File: config.mk
export PLATFORM = sky130hd
export DESIGN_NAME = ecc_139_scrub_ctrl_flat
export DESIGN_NICKNAME = d
export VERILOG_FILES = /design/src/rtl/ecc_139_scrub_ctrl_if.sv /design/src/rtl/ecc_139_scrub_ctrl.sv /design/src/flat_wrapper.sv
export SDC_FILE = /design/constraint.sdc
export NUM_CORES = 1
export LEC_CHECK = 0
export ABC_AREA = 1
export CAP_MARGIN = 15
export CORE_MARGIN = 2
export CORE_UTILIZATION = 43
export DETAILED_ROUTE_END_ITERATION = 6
export HOLD_SLACK_MARGIN = 0.05
export PLACE_DENSITY = 0.82
export SLEW_MARGIN = 5
export SYNTH_ARGS = -nofsm -noshare
export SYNTH_HDL_FRONTEND = slang
export SYNTH_SLANG_ARGS = --single-unit
File: constraint.sdc
create_clock -name clk -period 1.8 [get_ports clk]
set_input_delay 0.36 -clock clk [delete_from_list [all_inputs] [get_ports clk]]
set_output_delay 0.36 -clock clk [all_outputs]
set_load 0.01 [all_outputs]
File: src/rtl/ecc_139_scrub_ctrl_if.sv
// Scrubber memory/decoder port bundle.
// master = scrubber, slave = SRAM + ECC decoder side.
interface ecc_139_scrub_ctrl_if #(
  parameter int DATA_WIDTH = 139,
  parameter int ADDR_WIDTH = 8
);
  logic                  mem_rd_en;
  logic                  mem_wr_en;
  logic [ADDR_WIDTH-1:0] mem_addr;
  logic [DATA_WIDTH-1:0] mem_wdata;
  logic [DATA_WIDTH-1:0] dec_data;
  logic                  dec_sbit_err;
  logic                  dec_dbit_err;
  logic                  dec_ecc_fault;

  modport master (
    output mem_rd_en,
    output mem_wr_en,
    output mem_addr,
    output mem_wdata,
    input  dec_data,
    input  dec_sbit_err,
    input  dec_dbit_err,
    input  dec_ecc_fault
  );

  modport slave (
    input  mem_rd_en,
    input  mem_wr_en,
    input  mem_addr,
    input  mem_wdata,
    output dec_data,
    output dec_sbit_err,
    output dec_dbit_err,
    output dec_ecc_fault
  );
endinterface

File: src/rtl/ecc_139_scrub_ctrl.sv
// Background ECC scrubber: walks the FIFO SRAM in idle
// cycles, writes back corrected words, counts/flags errors.
module ecc_139_scrub_ctrl #(
  parameter int DATA_WIDTH   = 139,
  parameter int PARITY_WIDTH = 9,
  parameter int ADDR_WIDTH   = 8,
  parameter int DEPTH        = 256,
  parameter int CNT_WIDTH    = 16
) (
  input  logic                  clk,
  input  logic                  rst_n,
  input  logic                  cfg_scrub_en,
  input  logic [15:0]           cfg_interval,
  input  logic                  cnt_clr,
  input  logic                  func_req,
  input  logic                  func_wr_en,
  input  logic [ADDR_WIDTH-1:0] func_addr,
  ecc_139_scrub_ctrl_if.master  mem,
  output logic [CNT_WIDTH-1:0]  sbit_cnt,
  output logic [CNT_WIDTH-1:0]  dbit_cnt,
  output logic [CNT_WIDTH-1:0]  fault_cnt,
  output logic [ADDR_WIDTH-1:0] err_addr,
  output logic                  irq_dbit,
  output logic                  irq_fault,
  output logic                  pass_done,
  output logic                  busy
);

  if (PARITY_WIDTH < 1 || DEPTH < 1 ||
      DEPTH > (1 << ADDR_WIDTH)) begin : g_cfg_err
    $error("ecc_139_scrub_ctrl: bad parameters");
  end

  typedef enum logic [2:0] {
    S_IDLE,
    S_WAIT,
    S_READ,
    S_CHECK,
    S_WRITE,
    S_NEXT
  } state_t;

  localparam logic [ADDR_WIDTH-1:0] LAST =
    ADDR_WIDTH'(DEPTH - 1);
  localparam logic [CNT_WIDTH-1:0] SAT = '1;

  state_t                state;
  state_t                state_nxt;
  logic [ADDR_WIDTH-1:0] scrub_addr;
  logic [15:0]           ivl_cnt;
  logic [DATA_WIDTH-1:0] wb_data;
  logic                  coll;
  logic                  ev_fault;
  logic                  ev_dbit;
  logic                  ev_sbit;

  // A functional write to the word being scrubbed beats us.
  assign coll = func_wr_en &&
                (func_addr == scrub_addr) &&
                (state == S_CHECK || state == S_WRITE);

  // Decoder result, sampled once in CHECK, fault first.
  assign ev_fault = (state == S_CHECK) && mem.dec_ecc_fault;
  assign ev_dbit  = (state == S_CHECK) &&
                    !mem.dec_ecc_fault && mem.dec_dbit_err;
  assign ev_sbit  = (state == S_CHECK) &&
                    !mem.dec_ecc_fault && !mem.dec_dbit_err &&
                    mem.dec_sbit_err;

  assign mem.mem_rd_en = (state == S_READ) && !func_req;
  assign mem.mem_wr_en = (state == S_WRITE) && !func_req &&
                         !coll;
  assign mem.mem_addr  = scrub_addr;
  assign mem.mem_wdata = wb_data;
  assign busy          = (state != S_IDLE);

  // State register.
  always_ff @(posedge clk) begin
    if (!rst_n) state <= S_IDLE;
    else        state <= state_nxt;
  end

  // Next-state decode; functional traffic always wins.
  always_comb begin
    state_nxt = state;
    unique case (state)
      S_IDLE: begin
        if (cfg_scrub_en) state_nxt = S_READ;
      end
      S_WAIT: begin
        if (!cfg_scrub_en)          state_nxt = S_IDLE;
        else if (ivl_cnt <= 16'd1)  state_nxt = S_READ;
      end
      S_READ: begin
        if (!cfg_scrub_en)  state_nxt = S_IDLE;
        else if (!func_req) state_nxt = S_CHECK;
      end
      S_CHECK: begin
        if (ev_sbit && !coll) state_nxt = S_WRITE;
        else                  state_nxt = S_NEXT;
      end
      S_WRITE: begin
        if (coll || !func_req) state_nxt = S_NEXT;
      end
      S_NEXT: begin
        if (cfg_scrub_en && cfg_interval == 16'd0)
          state_nxt = S_READ;
        else
          state_nxt = S_WAIT;
      end
      default: state_nxt = S_IDLE;
    endcase
  end

  // Address walk, idle-gap counter and write-back buffer.
  always_ff @(posedge clk) begin
    if (!rst_n) begin
      scrub_addr <= '0;
      ivl_cnt    <= '0;
      wb_data    <= '0;
      pass_done  <= 1'b0;
    end else begin
      pass_done <= 1'b0;
      if (ev_sbit) wb_data <= mem.dec_data;
      if (state == S_WAIT && ivl_cnt != 16'd0)
        ivl_cnt <= ivl_cnt - 16'd1;
      if (state == S_NEXT) begin
        ivl_cnt <= cfg_interval;
        if (scrub_addr == LAST) begin
          scrub_addr <= '0;
          pass_done  <= 1'b1;
        end else begin
          scrub_addr <= scrub_addr + 1'b1;
        end
      end
    end
  end

  // Saturating event counters; a clear drops a same-cycle event.
  always_ff @(posedge clk) begin
    if (!rst_n || cnt_clr) begin
      sbit_cnt  <= '0;
      dbit_cnt  <= '0;
      fault_cnt <= '0;
    end else begin
      if (ev_sbit && sbit_cnt != SAT)
        sbit_cnt <= sbit_cnt + 1'b1;
      if (ev_dbit && dbit_cnt != SAT)
        dbit_cnt <= dbit_cnt + 1'b1;
      if (ev_fault && fault_cnt != SAT)
        fault_cnt <= fault_cnt + 1'b1;
    end
  end

  // Sticky interrupts, cleared by the counter clear.
  always_ff @(posedge clk) begin
    if (!rst_n || cnt_clr) begin
      irq_dbit  <= 1'b0;
      irq_fault <= 1'b0;
    end else begin
      if (ev_dbit)  irq_dbit  <= 1'b1;
      if (ev_fault) irq_fault <= 1'b1;
    end
  end

  // Address of the latest uncorrectable event; survives clears.
  always_ff @(posedge clk) begin
    if (!rst_n)                   err_addr <= '0;
    else if (ev_dbit || ev_fault) err_addr <= scrub_addr;
  end

endmodule
File: src/flat_wrapper.sv
// flat-port wrapper written by rule: the top's interface ports become plain ports
module ecc_139_scrub_ctrl_flat 
#(
  parameter int DATA_WIDTH   = 139,
  parameter int PARITY_WIDTH = 9,
  parameter int ADDR_WIDTH   = 8,
  parameter int DEPTH        = 256,
  parameter int CNT_WIDTH    = 16
)
  (clk, rst_n, cfg_scrub_en, cfg_interval, cnt_clr, func_req, func_wr_en, func_addr, sbit_cnt, dbit_cnt, fault_cnt, err_addr, irq_dbit, irq_fault, pass_done, busy, mem_mem_rd_en, mem_mem_wr_en, mem_mem_addr, mem_mem_wdata, mem_dec_data, mem_dec_sbit_err, mem_dec_dbit_err, mem_dec_ecc_fault);
  ecc_139_scrub_ctrl_if #(.DATA_WIDTH(DATA_WIDTH), .ADDR_WIDTH(ADDR_WIDTH)) mem_i ();
  input  logic clk;
  input  logic rst_n;
  input  logic cfg_scrub_en;
  input  logic [15:0] cfg_interval;
  input  logic cnt_clr;
  input  logic func_req;
  input  logic func_wr_en;
  input  logic [ADDR_WIDTH-1:0] func_addr;
  output logic [CNT_WIDTH-1:0] sbit_cnt;
  output logic [CNT_WIDTH-1:0] dbit_cnt;
  output logic [CNT_WIDTH-1:0] fault_cnt;
  output logic [ADDR_WIDTH-1:0] err_addr;
  output logic irq_dbit;
  output logic irq_fault;
  output logic pass_done;
  output logic busy;
  output wire logic [$bits(mem_i.mem_rd_en)-1:0] mem_mem_rd_en;
  output wire logic [$bits(mem_i.mem_wr_en)-1:0] mem_mem_wr_en;
  output wire logic [$bits(mem_i.mem_addr)-1:0] mem_mem_addr;
  output wire logic [$bits(mem_i.mem_wdata)-1:0] mem_mem_wdata;
  input wire logic [$bits(mem_i.dec_data)-1:0] mem_dec_data;
  input wire logic [$bits(mem_i.dec_sbit_err)-1:0] mem_dec_sbit_err;
  input wire logic [$bits(mem_i.dec_dbit_err)-1:0] mem_dec_dbit_err;
  input wire logic [$bits(mem_i.dec_ecc_fault)-1:0] mem_dec_ecc_fault;
  assign mem_mem_rd_en = mem_i.mem_rd_en;
  assign mem_mem_wr_en = mem_i.mem_wr_en;
  assign mem_mem_addr = mem_i.mem_addr;
  assign mem_mem_wdata = mem_i.mem_wdata;
  assign mem_i.dec_data = mem_dec_data;
  assign mem_i.dec_sbit_err = mem_dec_sbit_err;
  assign mem_i.dec_dbit_err = mem_dec_dbit_err;
  assign mem_i.dec_ecc_fault = mem_dec_ecc_fault;
  ecc_139_scrub_ctrl #(.DATA_WIDTH(DATA_WIDTH), .PARITY_WIDTH(PARITY_WIDTH), .ADDR_WIDTH(ADDR_WIDTH), .DEPTH(DEPTH), .CNT_WIDTH(CNT_WIDTH)) u_core (.clk(clk), .rst_n(rst_n), .cfg_scrub_en(cfg_scrub_en), .cfg_interval(cfg_interval), .cnt_clr(cnt_clr), .func_req(func_req), .func_wr_en(func_wr_en), .func_addr(func_addr), .mem(mem_i), .sbit_cnt(sbit_cnt), .dbit_cnt(dbit_cnt), .fault_cnt(fault_cnt), .err_addr(err_addr), .irq_dbit(irq_dbit), .irq_fault(irq_fault), .pass_done(pass_done), .busy(busy));
endmodule
; ---- Word-level counts from Yosys, hierarchy flattened
; Index checks and enable logic that the tools add are counted.
[classes]
add_sub_neg = 5
n_lt_le_gt_ge = 1
eq_ne = 14
muxes = 13
reduce_logical = 32
[ops]
columns = cell, count
row1 = adder 16 x 1 -> 16 bit (second input constant), 3
row2 = != test 16 bit (second input constant), 3
row3 = 2-to-1 mux 16 bit, 2
row4 = 2-to-1 mux 3 bit, 6
row5 = one-hot mux 3 bit (6 select lines), 1
row6 = <= comparator 16 x 1 -> 1 bit (second input constant), 1
row7 = logical AND 1 bit, 16
row8 = logical NOT 16 bit, 1
row9 = nonzero test 16 bit, 1
row10 = subtractor 16 x 1 -> 16 bit (second input constant), 1
row11 = adder 8 x 1 -> 8 bit (second input constant), 1
row12 = equality test 8 bit, 1
row13 = equality test 8 bit (second input constant), 1
row14 = 2-to-1 mux 8 bit, 1
row15 = equality test 3 x 2 -> 1 bit (second input constant), 2
row16 = equality test 3 bit (second input constant), 2
row17 = logical NOT 1 bit, 5
row18 = logical OR 1 bit, 4
row19 = != test 2 bit (second input constant), 2
row20 = AND reduction 4 bit, 1
row21 = equality test 3 x 1 -> 1 bit (second input constant), 1
row22 = logical NOT 3 bit, 1
row23 = != test 3 x 2 -> 1 bit (second input constant), 1
row24 = != test 3 bit (second input constant), 1
row25 = other kinds (5), 6
[totals]
reg_bits = 225
output_inout_bits = 209
elab_cells = 76

; ---- Logic depth before layout (Yosys ltp)
; Gate-level depths: netlist of run 1.
[logic_depth]
word_depth = 7
mapped_depth = 14
mapped_depth_nobuf = 14

; ---- Worst setup path before layout of run 1
; Ideal clock, no wire load.
[synth_timing]
path_type = reg2reg
from = register u_core.fault_cnt[0]
to = register u_core.fault_cnt[10]
setup_ps = 129
arrival_ps = 1481
required_ps = 1671
path_slack_ps = 191
stages_incl_launch_ff = 12
path_buffers = 1
period_less_slack_ps = 1609
path_cell_list = dfxtp_1 ha_1 nand2_1 nor2_1 nand2_1 nor2_1 nand2_1 nand2_2 buf_4 o21ai_0 nand2_1 nor2_1
[synth_between]
elab_chain_len = 2
word_cells_on_any_way = 3
cone_classes = 1 x add/sub / 1 x eq/ne / 1 x reduce/logical
[synth_rtl]
columns = element, line_no
row1 = start: declaration, ecc_139_scrub_ctrl.sv:21  ; output logic [CNT_WIDTH-1:0] fault_cnt,
row2 = start signal: assignment, ecc_139_scrub_ctrl.sv:151  ; fault_cnt <= fault_cnt + 1'b1;
row3 = branches (longest 2 deep; another with adder 16 x 1 -> 16 bit), --
; Parallel ways; which one is timed is not known.
; A chain may end at the register's enable or synchronous reset.

; ---- Worst setup path in the final report of run 1
[layout_timing]
from = register u_core.state[0]
to = output mem_mem_wr_en
[layout_between]
elab_chain_len = 5
word_cells_on_any_way = 7
cone_classes = 2 x eq/ne / 5 x reduce/logical
[layout_rtl]
columns = element, line_no
row1 = start: declaration, ecc_139_scrub_ctrl.sv:47  ; state_t state;
row2 = start signal: assignment, ecc_139_scrub_ctrl.sv:80  ; else state <= state_nxt;
row3 = equality test 3 x 2 -> 1 bit / equality test 3 bit (equally long branches), "ecc_139_scrub_ctrl.sv:60, ecc_139_scrub_ctrl.sv:71"
row4 = logical OR 1 bit, ecc_139_scrub_ctrl.sv:60  ; (state == S_CHECK || state == S_WRITE);
row5 = logical AND 1 bit, ecc_139_scrub_ctrl.sv:59  ; (func_addr == scrub_addr) &&
row6 = logical NOT 1 bit, ecc_139_scrub_ctrl.sv:72  ; !coll;
row7 = logical AND 1 bit (*), ecc_139_scrub_ctrl.sv:71  ; assign mem.mem_wr_en = (state == S_WRITE) && !func_req &&
row8 = end: declaration, flat_wrapper.sv:29  ; output wire logic [$bits(mem_i.mem_wr_en)-1:0] mem_mem_wr_en;
; Mark *: on every way between the ends. The rest lies on a longest branch, timed or not.

==> metrics.md, run 1 <==
| Metric | Value |
|---|---|
| Die width | 151.6 um |
| Mapped cell area | 0.009371 mm^2 |
| CTS root buffer | clkbuf_16 |
| Cts bufs inserted | 25 |
| Final core utilization | 76.55% |
| Wirelength per Cell | 18.89 um |
| Area leader, netlist | dfxtp_1 |
| Skew final | 0.01056 ns |
| Final Hold Fails | 0 |
| Grt total ovfl | 0 |
| Failing checks | negative setup slack |
| Max transition margin | 61.24% |
| IO Port Bufs | 380 |
| Overall Global Routing Usage | 25.47% |
| GP Congestion | 0.8961 |
| Crit end category | primary output |
| Post-route ant nets | 0 |
| Die area | 0.02299 mm^2 |
| CTS tree | built |
| Fin crit period | 2.070 ns |
| Crit path launch type | flip-flop |
| H-tree level count | 1 |
| Post-Syn Nets | 1482 |
| Die Span Y | 151.6 um |
| Status | complete, but fails checks |
| Fin crit share | 115.0% |
| Hold Path End | u_core.mem.mem_addr[3]$_SDFFE_PN0P_ |
| Final setup violation count | 154 |
| Initial antenna violation count | 1 |
| Number of global-route vias before repair | 9599 |
| Worst R2R Setup Slack | -0.20 ns |
| Vias per inst | 5.302 |
| CTS clock-pin slew for the worst setup and hold paths | 0.06 ns |
| Max-slew violation count | 0 |
| # nets final | 1965 |
| Synth area leaders | dfxtp_1 (48%), nor2_1 (14%), o21ai_0 (9.7%) |
| FF-to-FF path depth | 10 |
| Crit path kind | flip-flop to primary output |
| Post-DP HPWL | 22.82 mm |
| Global-route wire length before repair | 47.27 mm |
| Worst Hold Class | input port to flip-flop |
| WP data arrival | 1.71 ns |
| RSZ-0062 raised after global routing | yes |
| Pwr Density | 880.9 mW/mm^2 |
| Drt total wl | 39.36 mm |
| Pin count of the biggest net entering global routing | 134 |
| Crit Reg-Reg Startpoint | u_core.state[0]$_SDFFE_PN0P_ |
| Initial core utilization | 43.34% |
| TritonRoute pass-1 iters | 5 |
| Power Total | 0.01458 W |
| FILL cells | 1385 |
| Post-synthesis sequential area ratio | 48.06% |
| Syn Inst Count | 1303 |
| Post-synthesis register bit count | 225 |
| Worst path required time | 1.44 ns |
| Footprint of the multi-input gates | 0.005099 mm^2 |
| CTS Sinks | 225 |
| Worst-Margin Slew | 0.5814 ns |
| Distinct cells, synth | 45 |
| VDD IR max | 0.7528 mV |
| Layout cells sized above 1 | 22.75% |
| Worst Hold Launch | rst_n |
| Post-place setup slack | -0.5935 ns |
| DRT iter0 DRCs | 664 |
| Num rows | 54 |
| Reg-to-Reg End | u_core.mem.mem_wdata[29]$_SDFFE_PN0P_ |
| Max_cap viols | 0 |
| Area Growth Syn to Fin | 76.61% |
| Clk_lat worst skew | 0.53 ns |
| Fmax | 0.4831 GHz |
| Via count | 11040 |
| CTS Buffer Depth | 3 |
| Post-Syn Area per Cell | 7.192 um^2 |
| Core Area | 0.02162 mm^2 |
| CTS Hold Buffers Added | 0 |
| Sequential Area | 0.004531 mm^2 |
| Final WS setup | -0.2698 ns |
| Area share of the largest cell type after synthesis | 48.06% |
| Worst-case hold slack | 0.1593 ns |
| IO Pins | 381 |
| Synth Warn # | 0 |
| DRC | 0 |
| Lkg Pwr | 8.369 nW |
| Worst Hold Depth | 3 |
| CP Max Fanout | 3 |
[worst max-delay path, cell delays in order, from the launching register on]
cell and delay, ns:
dfxtp_2 0.35, buf_6 0.11, nand2_4 0.06, nand2_4 0.06
o21ai_4 0.06, nor2_2 0.11, nand3_2 0.13, nand2_2 0.11
nor2_1 0.04, buf_2 0.14
[per-stage QoR]
step / std cells / instance area (um^2) / setup TNS (ns)
after floorplan: 1303 / 9371 / 0
after global placement: 1995 / 14070 / -7.567
after detailed placement: 1995 / 14070 / -8.003
after CTS: 2038 / 14720 / -0.4417
after global routing: 2083 / 16550 / -30.27
final: 2083 / 16550 / -15.60
[cell families after synthesis]
family	Yosys count	share of synthesized area (%)
AO/OA/AOI/OAI	271	15.13
AND/OR/NAND/NOR	620	27.44
buffers and inverters	166	7.129
flip-flops	225	48.06
XOR/XNOR	14	1.308
adder cells (fa/ha/maj)	7	0.9345
[area by class of cell]
| type | count | share of cell area [%] |
|---|---|---|
| diodes | 1 | 0.01512 |
| clock buffers | 39 | 4.279 |
| clock inverters | 4 | 0.2117 |
| inverters | 106 | 2.669 |
| multi-input cells | 913 | 30.81 |
| flip-flops and latches | 225 | 27.37 |
| well taps | 280 | 2.117 |
| repair buffers | 513 | 32.36 |
| repair inverters | 2 | 0.1663 |
[where the power goes]
| group | total [W] | switching (W) | internal [W] |
|---|---|---|---|
| logic | 0.00432 | 0.00239 | 0.00193 |
| registers | 0.00546 | 0.000206 | 0.00526 |
| clock network | 0.00480 | 0.00209 | 0.00270 |
[routing by layer]
layer | track usage [%] | vias up | wire [um]
li1 | - | 5192 | -
met1 | 29.83 | 5192 | 14330
met2 | 43.78 | 539 | 19490
met3 | 8.234 | 121 | 3583
met4 | 9.028 | 0 | 1955
met5 | 0 | - | 0
[how the worst max path moves through the flow]
stage,from,endpoint,cells after the start
2_1_floorplan,u_core.fault_cnt[0]$_SDFFE_PP0P_,u_core.fault_cnt[10]$_SDFFE_PP0P_,11
3_3_place_gp,func_addr[3],mem_mem_wr_en,10
3_5_place_dp,func_addr[6],mem_mem_wr_en,7
4_1_cts,u_core.state[2]$_SDFFE_PN0P_,mem_mem_wr_en,6
5_1_grt,u_core.state[0]$_SDFFE_PN0P_,mem_mem_wr_en,9
6_report,u_core.state[0]$_SDFFE_PN0P_,mem_mem_wr_en,9
[state kept, by name, summed over array words and instances (netlist names)]
| register | cells |
|---|---|
| u_core.mem.mem_wdata | 139 |
| u_core.state | 3 |
| u_core.ivl_cnt | 16 |
| u_core.irq_dbit | 1 |
| u_core.fault_cnt | 16 |
| u_core.pass_done | 1 |
| u_core.sbit_cnt | 16 |
| u_core.irq_fault | 1 |
| u_core.dbit_cnt | 16 |
| u_core.err_addr | 8 |
| u_core.mem.mem_addr | 8 |
[cells in the final DEF (no fill, tap or decap), types with 18 or more instances in the layout]
master and n:
buf_4 88, nor3_1 21, clkbuf_16 38, dlygate4sd2_1 102, nor2_1 228, nand3_1 29
nor2_4 43, o21ai_0 152, nor2_2 88, nand2_1 147, dfxtp_1 206, inv_1 91
dfxtp_2 18, dlymetal6s2s_1 69, clkdlybuf4s50_1 206, a21oi_1 57
[Yosys cell counts, drive strengths merged]
| master | n |
|---|---|
| nor2 | 360 |
| o211ai | 5 |
| nor3 | 29 |
| and3 | 2 |
| xnor2 | 3 |
| nor4 | 5 |
| nand4 | 13 |
| or2 | 1 |
| inv | 105 |
| o21a | 2 |
| a22oi | 4 |
| a211oi | 2 |
| o221ai | 1 |
| clkinv | 1 |
| a21oi | 62 |
| o21ai | 186 |
| buf | 27 |
| ha | 7 |
| nor3b | 5 |
| o31ai | 2 |
| clkbuf | 33 |
| xor2 | 11 |
| o2111ai | 1 |
| dfxtp | 225 |
| a31oi | 4 |
| nand3 | 36 |
| o21bai | 1 |
| and2 | 1 |
| nand2 | 168 |
| o21ba | 1 |
[timing repair]
item,CTS,global route
endpoints found under the setup margin,110,168
pin swaps,2,46
setup buffers,0,21
resized for setup,134,395
cloned,0,24
No activity file was read; power rests on OpenSTA's default activity.
==> inputs of run 2 (changes only) <==
--- a/config.mk
+++ b/config.mk
@@ -10,6 +10,7 @@
 export CORE_MARGIN = 2
 export CORE_UTILIZATION = 43
 export DETAILED_ROUTE_END_ITERATION = 6
+export GPL_ROUTABILITY_DRIVEN = 0
 export HOLD_SLACK_MARGIN = 0.05
 export PLACE_DENSITY = 0.82
 export SLEW_MARGIN = 5
==> metrics.md, run 2 (same netlist as run 1, synthesis figures left out) <==
| Metric | Value |
|---|---|
| Cts bufs inserted | 25 (unchanged) |
| Vias per inst | 5.285 (-0.32%) |
| Failing checks | negative setup slack |
| Fin crit period | 2.061 ns (-0.009102 ns) |
| Worst-Margin Slew | 0.5331 ns (-0.04835 ns) |
| Initial core utilization | 43.34% (unchanged) |
| WP data arrival | 1.70 ns (about the same) |
| CTS clock-pin slew for the worst setup and hold paths | 0.06 ns (about the same) |
| Num rows | 54 (unchanged) |
| Max transition margin | 64.46% (+3.2 points) |
| Crit path launch type | flip-flop |
| CTS Buffer Depth | 3 (unchanged) |
| Fmax | 0.4853 GHz (+0.44%) |
| Overall Global Routing Usage | 26.49% (+1.0 points) |
| Global-route wire length before repair | 49.16 mm (+4.0%) |
| RSZ-0062 raised after global routing | yes |
| Max-slew violation count | 0 (unchanged) |
| Status | complete, but fails checks |
| Drt total wl | 38.59 mm (-1.9%) |
| Clk_lat worst skew | 0.52 ns (about the same) |
| # nets final | 1967 (+0.10%) |
| Initial antenna violation count | 0 (-1) |
| VDD IR max | 0.9830 mV (+31%) |
| Crit end category | primary output |
| Core Area | 0.02162 mm^2 (unchanged) |
| Via count | 11030 (-0.17%) |
| Placed insts | 1993 (-0.10%) |
| Post-DP HPWL | 22.73 mm (-0.36%) |
| Max FFs per register | 139 (unchanged) |
| FILL cells | 1467 (+5.9%) |
| Worst-case hold slack | 0.1532 ns (-0.006099 ns) |
| Layout cells sized above 1 | 18.72% (-4.0 points) |
| Die width | 151.6 um (unchanged) |
| Setup TNS | -1.030 ns (+14.57 ns) |
| Pin count of the biggest net entering global routing | 108 (-19%) |
| CTS root buffer | clkbuf_16 |
| Lkg Pwr | 7.996 nW (-4.5%) |
| Worst Hold Class | input port to flip-flop |
| DRT iter0 DRCs | 612 (-7.8%) |
| CTS Sinks | 225 (unchanged) |
| Final WS setup | -0.2607 ns (+0.009102 ns) |
| Worst path required time | 1.44 ns (about the same) |
| IO Port Bufs | 380 (unchanged) |
| Crit path kind | flip-flop to primary output |
| Skew final | 0.01022 ns (-0.0003332 ns) |
| Commonest non-fill, non-tap cell in the layout | nor2_1 |
| IO Pins | 381 (unchanged) |
| DRC | 0 (unchanged) |
| Antenna cell count | 0 (-1) |
| Die area | 0.02299 mm^2 (unchanged) |
| H-tree level count | 1 (unchanged) |
| CTS tree | built |
| Post-route ant nets | 0 (unchanged) |
| Final setup violation count | 21 (-86%) |
| Pwr Density | 918.2 mW/mm^2 (+4.2%) |
| Max_cap viols | 0 (unchanged) |
| Die Span Y | 151.6 um (unchanged) |
| Area Growth Syn to Fin | 72.99% |
| Final Hold Fails | 0 (unchanged) |
| Grt total ovfl | 0 (unchanged) |
| CP Max Fanout | 2 (-1) |
| Fin crit share | 114.5% (-0.51 points) |
| Post-place setup slack | -0.5513 ns (+0.04219 ns) |
| Most frequent cells in the layout | nor2_1 (326), clkdlybuf4s50_1 (225), dfxtp_1 (200) |
| Final Non-Filler Cells | 2086 (+0.14%) |
| Number of global-route vias before repair | 10020 (+4.4%) |
| TritonRoute pass-1 iters | 5 (unchanged) |
| Wirelength per Cell | 18.50 um (-2.1%) |
| Power Total | 0.01488 W (+2.1%) |
-- run 2: cell count changes in the layout (fill, tap and decap cells not counted), sizes merged, moves of 2 or more --
cell,delta
clkdlybuf4s50,+19
dlymetal6s2s,-16
clkinv,+4
dlygate4sd2,-3
inv,-3
clkinvlp,+2
-- run 2: report_power, final --
group | switching (W) | total [W] | internal [W] | leakage, nW
clock | 0.00208 | 0.00488 | 0.00280 | 0.390
combinational | 0.00251 | 0.00455 | 0.00204 | 5.78
sequential | 0.000204 | 0.00546 | 0.00525 | 1.83
total | 0.00479 | 0.0149 | 0.0101 | 8.00
-- run 2: repair_timing --
item                       in CTS  in global routing
hold buffers                    0                  0
cloned                          2                 27
setup endpoints to repair     111                232
hold endpoints to repair        0                  0
gates resized for setup       151                275
buffers inserted                2                 17
pin swaps                       6                 90
-- run 2: final timing paths --
check | slack, ns | endpoint | start | depth (start not counted)
min reg2reg | 0.47 | u_core.err_addr[4]$_SDFFE_PN0P_ | u_core.err_addr[4]$_SDFFE_PN0P_ | 2
min | 0.15 | u_core.mem.mem_wdata[98]$_SDFFE_PN0P_ | rst_n | 3
max reg2reg | -0.08 | u_core.sbit_cnt[6]$_SDFFE_PP0P_ | u_core.state[1]$_SDFFE_PN0P_ | 12
max | -0.26 | mem_mem_wr_en | u_core.state[2]$_SDFFE_PN0P_ | 9
-- run 2: layer usage --
layer  track usage (%)  part of all wire, %
met3             8.293                   10
met1             30.58                   36
met2             46.61                   50
met5                 0                    0
met4             8.750                  4.6
-- run 2: worst max-delay path: stages, from the launching register on --
cell	delay, ns
dfxtp_2	0.34
inv_2	0.06
buf_6	0.12
nand2_4	0.06
o21ai_4	0.07
nor2_2	0.10
nand3_2	0.13
nand2_2	0.11
nor2_2	0.04
buf_2	0.14
-- run 2: through the flow --
stage / area, um^2 / util (%)
after floorplan: 9371 / -
after global placement: 14040 / 64.95
after detailed placement: 14040 / 64.95
after CTS: 14860 / 68.75
after global routing: 16210 / 74.98
final: 16210 / 74.98
-- run 2: final cells by class --
type                            count  area, um^2  area share [%]
Clock inverter                      8       43.79          0.2701
Multi-Input combinational cell    914        4713           29.07
Sequential cell                   225        4538           27.99
Tap cell                          280       350.3           2.161
Timing Repair Buffer              515        5401           33.32
Inverter                          106       429.2           2.647
Timing Repair inverter              1       5.005         0.03087
Clock buffer                       37       730.7           4.507
